===== config.mk =====
export PLATFORM = sky130hd
export DESIGN_NAME = yuv444_to_yuv422
export DESIGN_NICKNAME = d
export VERILOG_FILES = /design/src/rtl/yuv_pkg.sv /design/src/rtl/chroma_avg2.sv /design/src/rtl/yuv444_to_yuv422.sv
export SDC_FILE = /design/constraint.sdc
export NUM_CORES = 1
export LEC_CHECK = 0
export ABC_CLOCK_PERIOD_IN_PS = 6150
export BUFFER_PORTS_ARGS = -buffer_cell sky130_fd_sc_hd__buf_2
export CAP_MARGIN = 20
export CORE_AREA = 2 2 110 112
export CTS_CLUSTER_SIZE = 12
export DETAILED_ROUTE_END_ITERATION = 7
export DIE_AREA = 0 0 112 114
export SLEW_MARGIN = 20
export SYNTH_ARGS = -nofsm -noshare
export SYNTH_HDL_FRONTEND = slang
export SYNTH_HIERARCHICAL = 1
export SYNTH_SLANG_ARGS = --single-unit

===== constraint.sdc =====
create_clock -name iCLK -period 6.15 [get_ports iCLK]
set_clock_uncertainty 0.2 [all_clocks]
set_input_delay 0.9225 -clock iCLK [delete_from_list [all_inputs] [get_ports iCLK]]
set_output_delay 0.9225 -clock iCLK [all_outputs]
set_load 0.05 [all_outputs]

===== src/rtl/yuv_pkg.sv =====
// ---------------------------------------------------------------------------
// yuv_pkg
// Definitions shared by the 4:4:4 -> 4:2:2 packer and the 4:2:2 -> 4:4:4
// unpacker: the pairing state encoding, the 16-bit word field positions
// and a helper that builds a word from its luma and chroma bytes.
// ---------------------------------------------------------------------------
package yuv_pkg;

  // Pairing state: EVEN = nothing held, ODD = first pixel of a pair held,
  // SECOND = word0 on the output, word1 waiting in the pending register.
  typedef enum logic [1:0] {
    ST_EVEN   = 2'd0,
    ST_ODD    = 2'd1,
    ST_SECOND = 2'd2
  } state_t;

  // Field positions inside a packed 4:2:2 word.
  localparam int Y_MSB = 15;
  localparam int Y_LSB = 8;
  localparam int C_MSB = 7;
  localparam int C_LSB = 0;

  // Build a 4:2:2 word: luma in the upper byte, chroma in the lower byte.
  function automatic logic [15:0] pack_word(input logic [7:0] y, input logic [7:0] c);
    logic [15:0] w;
    w = 16'h0000;
    w[Y_MSB:Y_LSB] = y;
    w[C_MSB:C_LSB] = c;
    return w;
  endfunction

endpackage


===== src/rtl/chroma_avg2.sv =====
// ---------------------------------------------------------------------------
// chroma_avg2
// Two-tap chroma reducer for one chroma channel of a pixel pair.
//   a       : chroma of the even (first) pixel
//   b       : chroma of the odd (second) pixel
//   y       : reduced chroma
// AVERAGE=1 gives the rounded mean (a+b+1)>>1; AVERAGE=0 keeps the
// co-sited even sample.
// ---------------------------------------------------------------------------
module chroma_avg2 #(
  parameter int AVERAGE = 1
) (
  input  logic [7:0] a,
  input  logic [7:0] b,
  output logic [7:0] y
);

  logic [8:0] sum_s;

  // Nine-bit sum keeps the carry; after the shift the result always fits
  // in eight bits (255+255+1 = 511 -> 255).
  always_comb begin
    sum_s = {1'b0, a} + {1'b0, b} + 9'd1;
    if (AVERAGE != 0) begin
      y = sum_s[8:1];
    end else begin
      y = a;
    end
  end

endmodule


===== src/rtl/yuv444_to_yuv422.sv =====
// ---------------------------------------------------------------------------
// yuv444_to_yuv422
// Packs a 4:4:4 pixel stream into 16-bit 4:2:2 words, one word per pixel:
// even word = {Y0, Cb}, odd word = {Y1, Cr}. Pairs are aligned to line
// starts; a line with an odd pixel count drops its last pixel and raises
// a sticky error flag.
// Ports:
//   iCLK, iRST            clock, asynchronous active-high reset
//   iY, iCb, iCr, iSOL    input pixel and start-of-line marker
//   iVALID / oREADY       input handshake
//   oYCbCr, oSOL          packed output word and its start-of-line marker
//   oVALID / iREADY       output handshake
//   oERR                  sticky: odd-length line seen (cleared by reset)
// ---------------------------------------------------------------------------
module yuv444_to_yuv422
  import yuv_pkg::*;
#(
  parameter int AVERAGE = 1
) (
  input  logic        iCLK,
  input  logic        iRST,
  input  logic [7:0]  iY,
  input  logic [7:0]  iCb,
  input  logic [7:0]  iCr,
  input  logic        iSOL,
  input  logic        iVALID,
  output logic        oREADY,
  output logic [15:0] oYCbCr,
  output logic        oSOL,
  output logic        oVALID,
  input  logic        iREADY,
  output logic        oERR
);

  state_t      state_r;
  state_t      state_next_s;

  logic [7:0]  p0_y_r;
  logic [7:0]  p0_cb_r;
  logic [7:0]  p0_cr_r;
  logic        p0_sol_r;
  logic [15:0] pend_r;
  logic        pend_valid_r;
  logic [15:0] word_r;
  logic        sol_r;
  logic        valid_r;
  logic        err_r;

  logic        ready_s;
  logic        in_hs_s;
  logic        out_hs_s;
  logic [7:0]  c_b_s;
  logic [7:0]  c_r_s;
  logic        load_p0_s;
  logic        load_word0_s;
  logic        load_word1_s;
  logic        set_err_s;

  // Chroma of the held even pixel combined with the incoming odd pixel.
  chroma_avg2 #(.AVERAGE(AVERAGE)) u_avg_cb (.a(p0_cb_r), .b(iCb), .y(c_b_s));
  chroma_avg2 #(.AVERAGE(AVERAGE)) u_avg_cr (.a(p0_cr_r), .b(iCr), .y(c_r_s));

  // Input readiness. In SECOND the output register must drain word0 before
  // word1 can replace it, so only a downstream accept frees a slot.
  always_comb begin
    case (state_r)
      ST_SECOND: ready_s = iREADY;
      default:   ready_s = !valid_r | iREADY;
    endcase
  end

  assign in_hs_s  = iVALID & ready_s;
  assign out_hs_s = valid_r & iREADY;

  // Next-state and load-enable decode for the pairing FSM.
  always_comb begin
    state_next_s = state_r;
    load_p0_s    = 1'b0;
    load_word0_s = 1'b0;
    load_word1_s = 1'b0;
    set_err_s    = 1'b0;
    case (state_r)
      ST_EVEN: begin
        if (in_hs_s) begin
          load_p0_s    = 1'b1;
          state_next_s = ST_ODD;
        end else begin
          state_next_s = ST_EVEN;
        end
      end
      ST_ODD: begin
        if (in_hs_s && iSOL) begin
          // New line began while a pixel was still unpaired: drop it.
          load_p0_s    = 1'b1;
          set_err_s    = 1'b1;
          state_next_s = ST_ODD;
        end else if (in_hs_s) begin
          load_word0_s = 1'b1;
          state_next_s = ST_SECOND;
        end else begin
          state_next_s = ST_ODD;
        end
      end
      ST_SECOND: begin
        if (out_hs_s) begin
          load_word1_s = pend_valid_r;
          if (in_hs_s) begin
            load_p0_s    = 1'b1;
            state_next_s = ST_ODD;
          end else begin
            state_next_s = ST_EVEN;
          end
        end else begin
          state_next_s = ST_SECOND;
        end
      end
      default: begin
        state_next_s = ST_EVEN;
      end
    endcase
  end

  // FSM state register.
  always_ff @(posedge iCLK or posedge iRST) begin
    if (iRST) begin
      state_r <= ST_EVEN;
    end else begin
      state_r <= state_next_s;
    end
  end

  // Pixel, pending-word, output-word and error registers.
  always_ff @(posedge iCLK or posedge iRST) begin
    if (iRST) begin
      p0_y_r       <= 8'h00;
      p0_cb_r      <= 8'h00;
      p0_cr_r      <= 8'h00;
      p0_sol_r     <= 1'b0;
      pend_r       <= 16'h0000;
      pend_valid_r <= 1'b0;
      word_r       <= 16'h0000;
      sol_r        <= 1'b0;
      valid_r      <= 1'b0;
      err_r        <= 1'b0;
    end else begin
      if (load_p0_s) begin
        p0_y_r   <= iY;
        p0_cb_r  <= iCb;
        p0_cr_r  <= iCr;
        p0_sol_r <= iSOL;
      end
      if (load_word0_s) begin
        word_r       <= pack_word(p0_y_r, c_b_s);
        sol_r        <= p0_sol_r;
        valid_r      <= 1'b1;
        pend_r       <= pack_word(iY, c_r_s);
        pend_valid_r <= 1'b1;
      end else if (load_word1_s) begin
        word_r       <= pend_r;
        sol_r        <= 1'b0;
        valid_r      <= 1'b1;
        pend_valid_r <= 1'b0;
      end else if (out_hs_s) begin
        valid_r <= 1'b0;
      end
      if (set_err_s) begin
        err_r <= 1'b1;
      end
    end
  end

  assign oREADY = ready_s;
  assign oYCbCr = word_r;
  assign oSOL   = sol_r;
  assign oVALID = valid_r;
  assign oERR   = err_r;

endmodule


==> reports/qor.yml <==
cts.path.max_buffers: 2
globalRoute.totalOverflow: 0
tns_ps: 0
n_fill_cell: 1183
cts_hold_buf: 0
routed_wl_mm: 7.63
synth_seq_cells: 63
synth_cell_types: 45
row_count: 40
timing.final.crit_share_pct: 48.2
cts_sinks: 63
ctsResizeCount: 0
cap_violations: 0
antenna_cells: 0
drt_iter0_drc: 112
tightest_slew_ps: 857
grt_max_degree: 64
first_global_vias: 2537
synth-seq-area-share_pct: 46.2
synth_flop_cell: "dfrtp_1"
maxSlewViolCount: 0
p_per_area_nw_per_um2: 579
cts_max_level: 3
place_area_um2: 3760
clkTransAtPathRegs_ps: 50
synthMuxAreaShare_pct: 16.6
cts_tree: "done"
final_common_cell: "dfrtp_1"
vias: 2484
grt_usage_pct: 12.7
multi_input_area_um2: 1710
reg2reg_depth: 4
max_slew_margin_pct: 42.9
avgSynthCellArea_um2: 11.4
hold_viol_final: 0
finalSetupViolCount: 0
crit_start: "iREADY"
synth_edf_count: 0
netlist_instances: 298
worstPathArrival_ps: 2970
status: "complete, no violations"
fin_area_um2: 4040
viasPerCell: 5.05
drc: 0
rsz0062_at_grt: "false"
syn-cell-area_um2: 3410
die_area_um2: 12800
first_pass_iters: 4
cts-root-buf: "clkbuf_16"
dp_hpwl_mm: 5.37
area_delta_synth_final_pct: 18.6
ys_warn_count: 6
wire_per_inst_um: 15.5
critPathCapture: "p0_y_r[7]"
clock_latency_ps: 320
initial_core_util_pct: 29.1
worstReg2RegEnd: "p0_y_r[7]"
cp-start-kind: "primary input"
fmax_ghz: 0.337
antenna_found_initial: 0
numCtsBuffers: 9
antenna_left: 0
synth_compound_area_share_pct: 13.5
min_path_type: "reg -> reg"
r2r_start: "oVALID"
cp-end-kind: "register"
synth.net_count: 343
vdd_drop_max_mv: 0.223
synthAdderAreaFrac_pct: 6.31
dpl.cell_count: 478
place_congestion: 0.823
finalNetCount: 387
layout-drive-gt1-share_pct: 31.9
postSynth.asyncResetShare_pct: 100
synthXorXnorAreaFrac_pct: 1.54
fp.coreArea_um2: 11700
portBuffers: 48
leakagePower_uw: 0.00176
cp_max_fo: 21
die_w_um: 112
most-common-layout-cells: "dfrtp_1, buf_2, mux2_2"
synth_top_family_by_area: "multiplexers"
worst-r2r-setup-slack_ps: 3460
worstPathRequired_ps: 6150
min_period_ps: 2960
io_pins: 49
die_h_um: 114
synth-simple-area-share_pct: 12.1
path_class: "in -> reg"
seqCellArea_um2: 1580
grt_pass1_wl_mm: 12.7
layout.cells.non_filler: 492
post_cts_buffers: 0
==> how the worst min path moves through the flow <==
stage / start / cells past startpoint / slack [ps] / to
4_1_cts: oERR / 1 / 270 / oERR
6_report: oERR / 1 / 260 / oERR
3_5_place_dp: oERR / 1 / 250 / oERR
3_3_place_gp: oERR / 1 / 250 / oERR
5_1_grt: oERR / 1 / 290 / oERR
2_1_floorplan: p0_y_r[3] / 1 / 280 / p0_y_r[3]
==> critical path: stages <==
cell and delay, ps:
buf_2 110, and2b_2 380, a2111oi_4 720, buf_4 440, mux2_2 380
==> per-stage QoR <==
stage / total power (uW) / hold slack, ps / util [%] / setup WS (ps)
after floorplan: 1630 / 281 / - / 3450
after global placement: 1830 / 249 / 32.1 / 2890
after detailed placement: 1860 / 254 / 32.1 / 2830
after CTS: 2360 / 266 / 34.5 / 3160
after global routing: 2510 / 289 / 34.5 / 3050
final: 2340 / 260 / 34.5 / 3190
==> layout make-up <==
type                       count  area share (%)
multi-input combinational    207            42.2
sequential                    63            39.0
timing repair buffer          50            6.31
clock buffer                  13            6.19
tap                          147            4.55
inverter                      11            1.02
clock inverter                 1           0.743
==> report_power, final <==
part / switching [uW] / leakage [uW] / internal, uW
combinational: 633 / 0.000892 / 458
sequential: 140 / 0.000730 / 623
clock: 166 / 0.000136 / 320
total: 939 / 0.00176 / 1400
==> cell usage after synthesis (all sizes together), types with 7 or more instances <==
cell    count  share of area [%]
a21oi      11                1.8
a31oi      16                2.9
buf         8                1.5
clkbuf      9               0.99
dfrtp      63                 46
ha         14                5.1
inv        11                1.2
mux2       41                 16
nand2       8               0.88
nand3      18                2.6
nor2        7               0.77
nor4       18                3.3
o21ai      20                2.9
==> state kept, by name (all words and copies together) (netlist names), 2 cells and up <==
name / cells
oYCbCr: 16
p0_cb_r: 8
p0_cr_r: 8
p0_y_r: 8
pend_r: 16
state_r: 2
==> cells by family after synthesis <==
| group | after synthesis |
|---|---|
| buf+inv | 28 |
| flops | 63 |
| simple gates | 73 |
| fa+ha+maj | 16 |
| xor+xnor | 6 |
| mux | 44 |
| compound gates | 68 |
==> layer usage <==
layer	track usage [%]	vias up	wire [um]
met1	16.6	1219	3540
met4	6.18	0	235
met3	2.98	15	254
li1	-	1208	-
met5	0	-	0
met2	19.9	42	3600
Note: power is estimated with default switching activity, not from simulation.
